File: src/rtl/mul_seq_unit.sv
// mul_seq_unit: multi-cycle unsigned shift-and-add multiplier, WIDTH x WIDTH -> 2*WIDTH.
// Fixed latency of WIDTH iterations; done is a one-cycle write strobe for the product.
module mul_seq_unit #(
   parameter int WIDTH = 8
) (
   input  logic                 clk,
   input  logic                 rst,
   input  logic                 start,
   input  logic [WIDTH-1:0]     a,
   input  logic [WIDTH-1:0]     b,
   output logic                 busy,
   output logic                 done,
   output logic [2*WIDTH-1:0]   product
);
   localparam int CW = $clog2(WIDTH + 1);
   typedef enum logic [1:0] {IDLE, CALC, DONE} state_t;
   state_t             state_q, state_d;
   logic [WIDTH-1:0]   mcand_q, mcand_d;
   logic [2*WIDTH-1:0] acc_q, acc_d, acc_next, product_q, product_d;
   logic [CW-1:0]      count_q, count_d;
   logic               busy_q, busy_d, done_q, done_d;
   logic [WIDTH:0]     sum;
   // The multiplier rides in the low half of acc and is consumed LSB-first as the product shifts in.
   always_comb begin
      sum       = {1'b0, acc_q[2*WIDTH-1:WIDTH]} + (acc_q[0] ? {1'b0, mcand_q} : '0);
      acc_next  = {sum, acc_q[WIDTH-1:1]};
      state_d   = state_q;
      mcand_d   = mcand_q;
      acc_d     = acc_q;
      count_d   = count_q;
      product_d = product_q;
      busy_d    = busy_q;
      done_d    = 1'b0;
      case (state_q)
         IDLE: if (start) begin
            state_d = CALC;
            mcand_d = a;
            acc_d   = {{WIDTH{1'b0}}, b};
            count_d = CW'(WIDTH);
            busy_d  = 1'b1;
         end
         CALC: begin
            acc_d   = acc_next;
            count_d = count_q - 1'b1;
            if (count_q == CW'(1)) begin
               state_d   = DONE;
               product_d = acc_next;
               busy_d    = 1'b0;
               done_d    = 1'b1;
            end
         end
         default: state_d = IDLE;
      endcase
   end
   always_ff @(posedge clk or negedge rst) begin
      if (!rst) begin
         state_q   <= IDLE;
         mcand_q   <= '0;
         acc_q     <= '0;
         count_q   <= '0;
         product_q <= '0;
         busy_q    <= 1'b0;
         done_q    <= 1'b0;
      end else begin
         state_q   <= state_d;
         mcand_q   <= mcand_d;
         acc_q     <= acc_d;
         count_q   <= count_d;
         product_q <= product_d;
         busy_q    <= busy_d;
         done_q    <= done_d;
      end
   end
   assign busy    = busy_q;
   assign done    = done_q;
   assign product = product_q;
endmodule
File: config.mk
export PLATFORM = sky130hd
export DESIGN_NAME = mul_seq_unit
export DESIGN_NICKNAME = d
export VERILOG_FILES = /design/src/rtl/mul_seq_unit.sv
export SDC_FILE = /design/constraint.sdc
export NUM_CORES = 1
export LEC_CHECK = 0
export CAP_MARGIN = 5
export CORE_MARGIN = 2
export CORE_UTILIZATION = 30
export CTS_BUF_LIST = sky130_fd_sc_hd__clkbuf_16
export DETAILED_ROUTE_END_ITERATION = 10
export REMOVE_ABC_BUFFERS = 1
export SYNTH_ARGS = -nofsm -noshare
export SYNTH_HDL_FRONTEND = slang
export SYNTH_SLANG_ARGS = --single-unit
File: constraint.sdc
create_clock -name clk -period 2.8 [get_ports clk]
set_input_delay 0.42 -clock clk [delete_from_list [all_inputs] [get_ports clk]]
set_output_delay 0.42 -clock clk [all_outputs]
set_load 0.01 [all_outputs]
# --- Yosys cells after proc, flatten, opt, wreduce, memory -nomap -nowiden ---
# Index checks and enable logic that the tools add are counted.
totals:
  register_bits: 48
  output_inout_bits: 18
  elab_cells: 33
classes:
  n_addsub: 2
  n_eq_ne: 4
  muxes: 13
  reduce_logical: 7
op_table:
  columns: ["cell", "count"]
  rows:
  - ["one-hot mux 16 bit (2 select lines)", 1]
  - ["two-way mux 16 bit", 1]
  - ["adder 8 x 8 -> 9 bit", 1]
  - ["two-way mux 8 bit", 1]
  - ["one-hot mux 4 bit (2 select lines)", 1]
  - ["AND reduction 2 bit", 4]
  - ["== test 4 x 1 -> 1 bit (second input constant)", 1]
  - ["two-way mux 1 bit", 4]
  - ["two-way mux 2 bit", 2]
  - ["two-way mux 4 bit", 1]
  - ["!= test 2 bit (second input constant)", 2]
  - ["one-hot mux 2 bit (2 select lines)", 1]
  - ["subtractor 4 x 1 -> 4 bit (second input constant)", 1]
  - ["AND reduction 3 bit", 1]
  - ["== test 2 x 1 -> 1 bit (second input constant)", 1]
  - ["zero test 2 bit", 1]
  - ["one-hot mux 1 bit (2 select lines)", 1]
  - ["nonzero test 2 bit", 1]

# --- Depth between registers and ports, before layout ---
logic_depth:
  word_depth: 3
  mapped_depth: 9

# --- Least setup slack after synthesis ---
# OpenSTA, ideal clock, no wires.
synth_path:
  path_type: "register to register"
  start: "register acc_q[0]"
  end: "register product_q[13], in the netlist product[13]"
  t_arrival_ns: 1.947
  t_required_ns: 2.675
  slack_ns: 0.728
  path_stages_with_launch: 8
  path_buffers: 0
  synth_period_minus_slack_ns: 2.072
  cell_sequence: "dfrtp_1 > and2_1 > ha_1 > fa_1 > a21o_1 > a221oi_2 > xnor2_1 > mux2_2"
synth_between:
  elab_chain_cells: 2
synth_lines:
  columns: ["element", "line", "text"]
  rows:
  - ["start, declared", "19", "logic [2*WIDTH-1:0] acc_q, acc_d, acc_next, product_q, product_d;"]
  - ["start signal, assigned", "59", "acc_q <= '0;"]
  - ["start signal, assigned", "67", "acc_q <= acc_d;"]
  - ["two-way mux 8 bit", "25", "sum = {1'b0, acc_q[2*WIDTH-1:WIDTH]} + (acc_q[0] ? {1'b0, mcand_q} : '0);"]
  - ["adder 8 x 8 -> 9 bit", "25", null]
  - ["end signal, assigned", "69", "product_q <= product_d;"]
  - ["end, declared", "19", null]
# Every way passes these cells.
# A chain may end at the register's enable or synchronous reset.

# --- Final worst setup path ---
# Same ends and word-level chain as after synthesis.

==> out/summary.txt <==
SYNTHESIS
--------------------------------------------------------------------------------
#FFs+latches synth ................................................           48
Largest area contributor in the netlist ...........................      dfrtp_1
Count of flip-flops with a built-in enable after synthesis ........            0
Number of unique standard cell types used by synthesis ............           43
Top area cells in the synthesized netlist ......................... dfrtp_1 (52%), nand2_1 (6.3%), ha_1 (5.4%), mux2_2 (5.3%), a21oi_1 (2.6%)
Post-synth top flop ...............................................      dfrtp_1
Syn. warnings .....................................................            0
Ys async rst share ................................................         100%
Cell area after synthesis .........................................     2330 um2
Fraction of the yosys area taken by sequential cells ..............        51.6%
Number of cells produced by synthesis .............................          218
Share of the synthesized area in the top cell type ................        51.6%
Syn avg cell area .................................................     10.7 um2

STA
--------------------------------------------------------------------------------
Minimum clock period after layout .................................      2.27 ns
Final number of hold-violating endpoints ..........................            0
Setup repair after global routing missed its margin ...............        false
Clock Skew ........................................................   0.00459 ns
Final Max Tran Viols ..............................................            0
Sum of negative setup slack .......................................         0 ns
Worst Hold Margin .................................................     0.472 ns
Max-Slew Margin vs Limit ..........................................        66.5%
Period utilisation layout .........................................        81.1%
Worst Max-Slew Pin Slew ...........................................     0.502 ns
Final number of setup-violating endpoints .........................            0
Highest clock frequency the design can meet .......................    0.440 GHz

WORST SETUP PATH
--------------------------------------------------------------------------------
Worst path arrival time ...........................................      2.45 ns
Worst path buffer plus inverter count .............................            0
Setup CP Type ..................................................... register to register
Critical path fanouts, max ........................................            9
Crit path required time ...........................................      2.98 ns
Capturing element type of the critical path .......................     register
Standard cell with the maximum stage delay on the critical path ...      dfrtp_1
Cell breakdown of the critical path ............................... and2_1 > ha_1 > fa_1 > a21o_1 > a221oi_2 > xnor2_1 > mux2_2
Startpoint types ..................................................     register
Kind of cell adding the most delay to the critical path ...........  adder cells
Largest stage delay on the critical path ..........................      0.46 ns

CLOCK NETWORK
--------------------------------------------------------------------------------
PostCTS Resize Cnt ................................................            0
Total setup buffers inserted after CTS ............................            0
Clock Tree Buf Depth ..............................................            2
Clock tree from TritonCTS .........................................         done
Clk_lat worst skew ................................................      0.29 ns
Reg clk slew, reported paths ......................................      0.06 ns
Clk sinks .........................................................           48
Hold-fix buffers, CTS .............................................            1
Library cell used as clock root buffer ............................    clkbuf_16
H-tree depth reported by CTS ......................................            2
Cts bufs inserted .................................................            5

POWER
--------------------------------------------------------------------------------
Relative contribution of the clock network to total power .........        19.1%
Switch share ......................................................        35.0%
Total power density per cell area .................................  1020 nW/um2
Power share of the combinational group ............................        40.6%
Sequential share of power .........................................        40.3%
Internal power summed over all cells ..............................      1.95 mW
Design Power ......................................................      3.00 mW
Leakage ...........................................................      1.36 nW
Worst IR Drop VDD .................................................       295 uV
Sw Pwr ............................................................      1.05 mW

GRT
--------------------------------------------------------------------------------
Number of global-route vias before repair .........................         1690
Number of antenna violations at the first check in global routing .            0
Maximum number of pins on one net before global-route repair ......           38
Global route total overflow .......................................            0
Total routing usage reported by global routing ....................        12.7%
First-pass GRT wire length ........................................      8400 um

FINAL LAYOUT
--------------------------------------------------------------------------------
Share of cells above drive strength 1 .............................        10.8%
NumNets Final .....................................................          288
Most common cell after layout, fill and taps aside ................      dfrtp_1
Antenna cells .....................................................            0
Final cell count without fillers ..................................          361
Syn-to-layout area delta ..........................................        26.3%
Leading cell types in the layout, fill and taps excluded .......... dfrtp_1 (48), nand2_1 (39), clkdlybuf4s50_1 (35), a21oi_1 (12)
Storage element area ..............................................     1200 um2
Design area .......................................................     2940 um2
Multi-input combinational cell area ...............................     1040 um2
Filler cell count in the final layout .............................          786

DETAILED ROUTING
--------------------------------------------------------------------------------
Count of antenna-violating nets left after detailed routing .......            0
Vias per cell .....................................................         4.75
First-pass iteration count of the detailed router .................            4
Average wire length per cell after detail routing .................      13.7 um
Overall via count from detail_route ...............................         1716
Violation count after the first detailed-routing iteration ........           88
Wire length after detailed routing ................................      4960 um
Remaining DRCs ....................................................            0

FLOORPLAN
--------------------------------------------------------------------------------
Floorplan die area ................................................     8480 um2
Initial core utilization ..........................................        30.6%
Floorplan core area ...............................................     7610 um2
Width of the die ..................................................      92.1 um
# rows ............................................................           32
Die Span Y ........................................................      92.1 um
I/O Pins ..........................................................           37

PLACEMENT
--------------------------------------------------------------------------------
Post-Place Cells ..................................................          352
Post-DP HPWL ......................................................      3430 um
Port Buffer Count .................................................           36
Routability congestion estimate from global placement .............        0.797
Placed Area .......................................................     2790 um2

STATUS
--------------------------------------------------------------------------------
Outcome ...........................................................    completed

HOLD PATH
--------------------------------------------------------------------------------
Hold crit path type ............................................... register to register

JOB
--------------------------------------------------------------------------------
# Max-Cap Violations ..............................................            0

[worst paths after layout]
kind,startpoint,to,slack (ns),depth (start not counted)
min in group asynchronous,rst,product[2],0.53,2
worst max register to register,acc_q[0],product[13],0.53,7
worst max-delay path,acc_q[0],product[13],0.53,7
worst min-delay path,product[8],product[8],0.47,2
worst min register to register,product[8],product[8],0.47,2
max in group asynchronous,rst,product[1],1.51,3
[sequential cells by signal, indices dropped and copies added (netlist names)]
register / count
mcand_q: 8
state_q: 2
done: 1
product: 16
busy: 1
count_q: 4
acc_q: 16
[power groups by stage]
stage,sequential [mW],combinational [mW],clock [mW]
after floorplan,1.21,0.755,0
after global placement,1.21,1.21,0
after detailed placement,1.22,1.23,0
after CTS,1.21,1.24,0.594
after global routing,1.26,1.36,0.624
final,1.21,1.22,0.575
[synthesized netlist by cell type (5+ instances only)]
cell type / number
dfrtp_1: 48
o21ai_0: 11
mux2_2: 11
a21oi_1: 12
a22o_1: 6
nor2b_1: 9
and2_1: 8
a21o_1: 5
ha_1: 10
nand2_1: 39
a22oi_1: 8
[area by class of cell]
type | count | share of cell area (%)
Multi-Input combinational cell | 155 | 35.3
Clock buffer | 5 | 4.26
Clock inverter | 3 | 0.468
Inverter | 5 | 0.809
Timing Repair Buffer | 43 | 14.0
Sequential cell | 48 | 40.9
Tap cell | 102 | 4.34
[stage by stage]
step,util [%],setup WS (ns)
finish,38.7,0.529
global route,38.7,0.443
CTS,38.7,0.513
detailed placement,36.7,0.526
global placement,36.7,0.580
floorplan,-,0.728
[kinds of logic after synthesis]
kind of cell	synth area share, %
DFF	51.6
AOI/OAI and AO/OA	15.4
buffers and inverters	3.76
xor gates and xnor gates	1.51
muxes	6.24
and+or+nand+nor	15.3
adders and majority gates	6.24
[per-layer routing]
| metal | share of wire, % | vias to the layer above | track usage, % |
|---|---|---|---|
| met5 | 0 | - | 0 |
| met3 | 3.5 | 6 | 3.12 |
| li1 | - | 847 | - |
| met1 | 50 | 838 | 17.3 |
| met2 | 45 | 25 | 19.9 |
| met4 | 1.4 | 0 | 4.10 |
[worst register-to-register path: stages, from the launching register on]
cell	delay, ns
dfrtp_1	0.46
and2_1	0.18
ha_1	0.20
fa_1	0.41
a21o_1	0.23
a221oi_2	0.29
xnor2_1	0.12
mux2_2	0.27
Power figures use the tool's default switching activity.
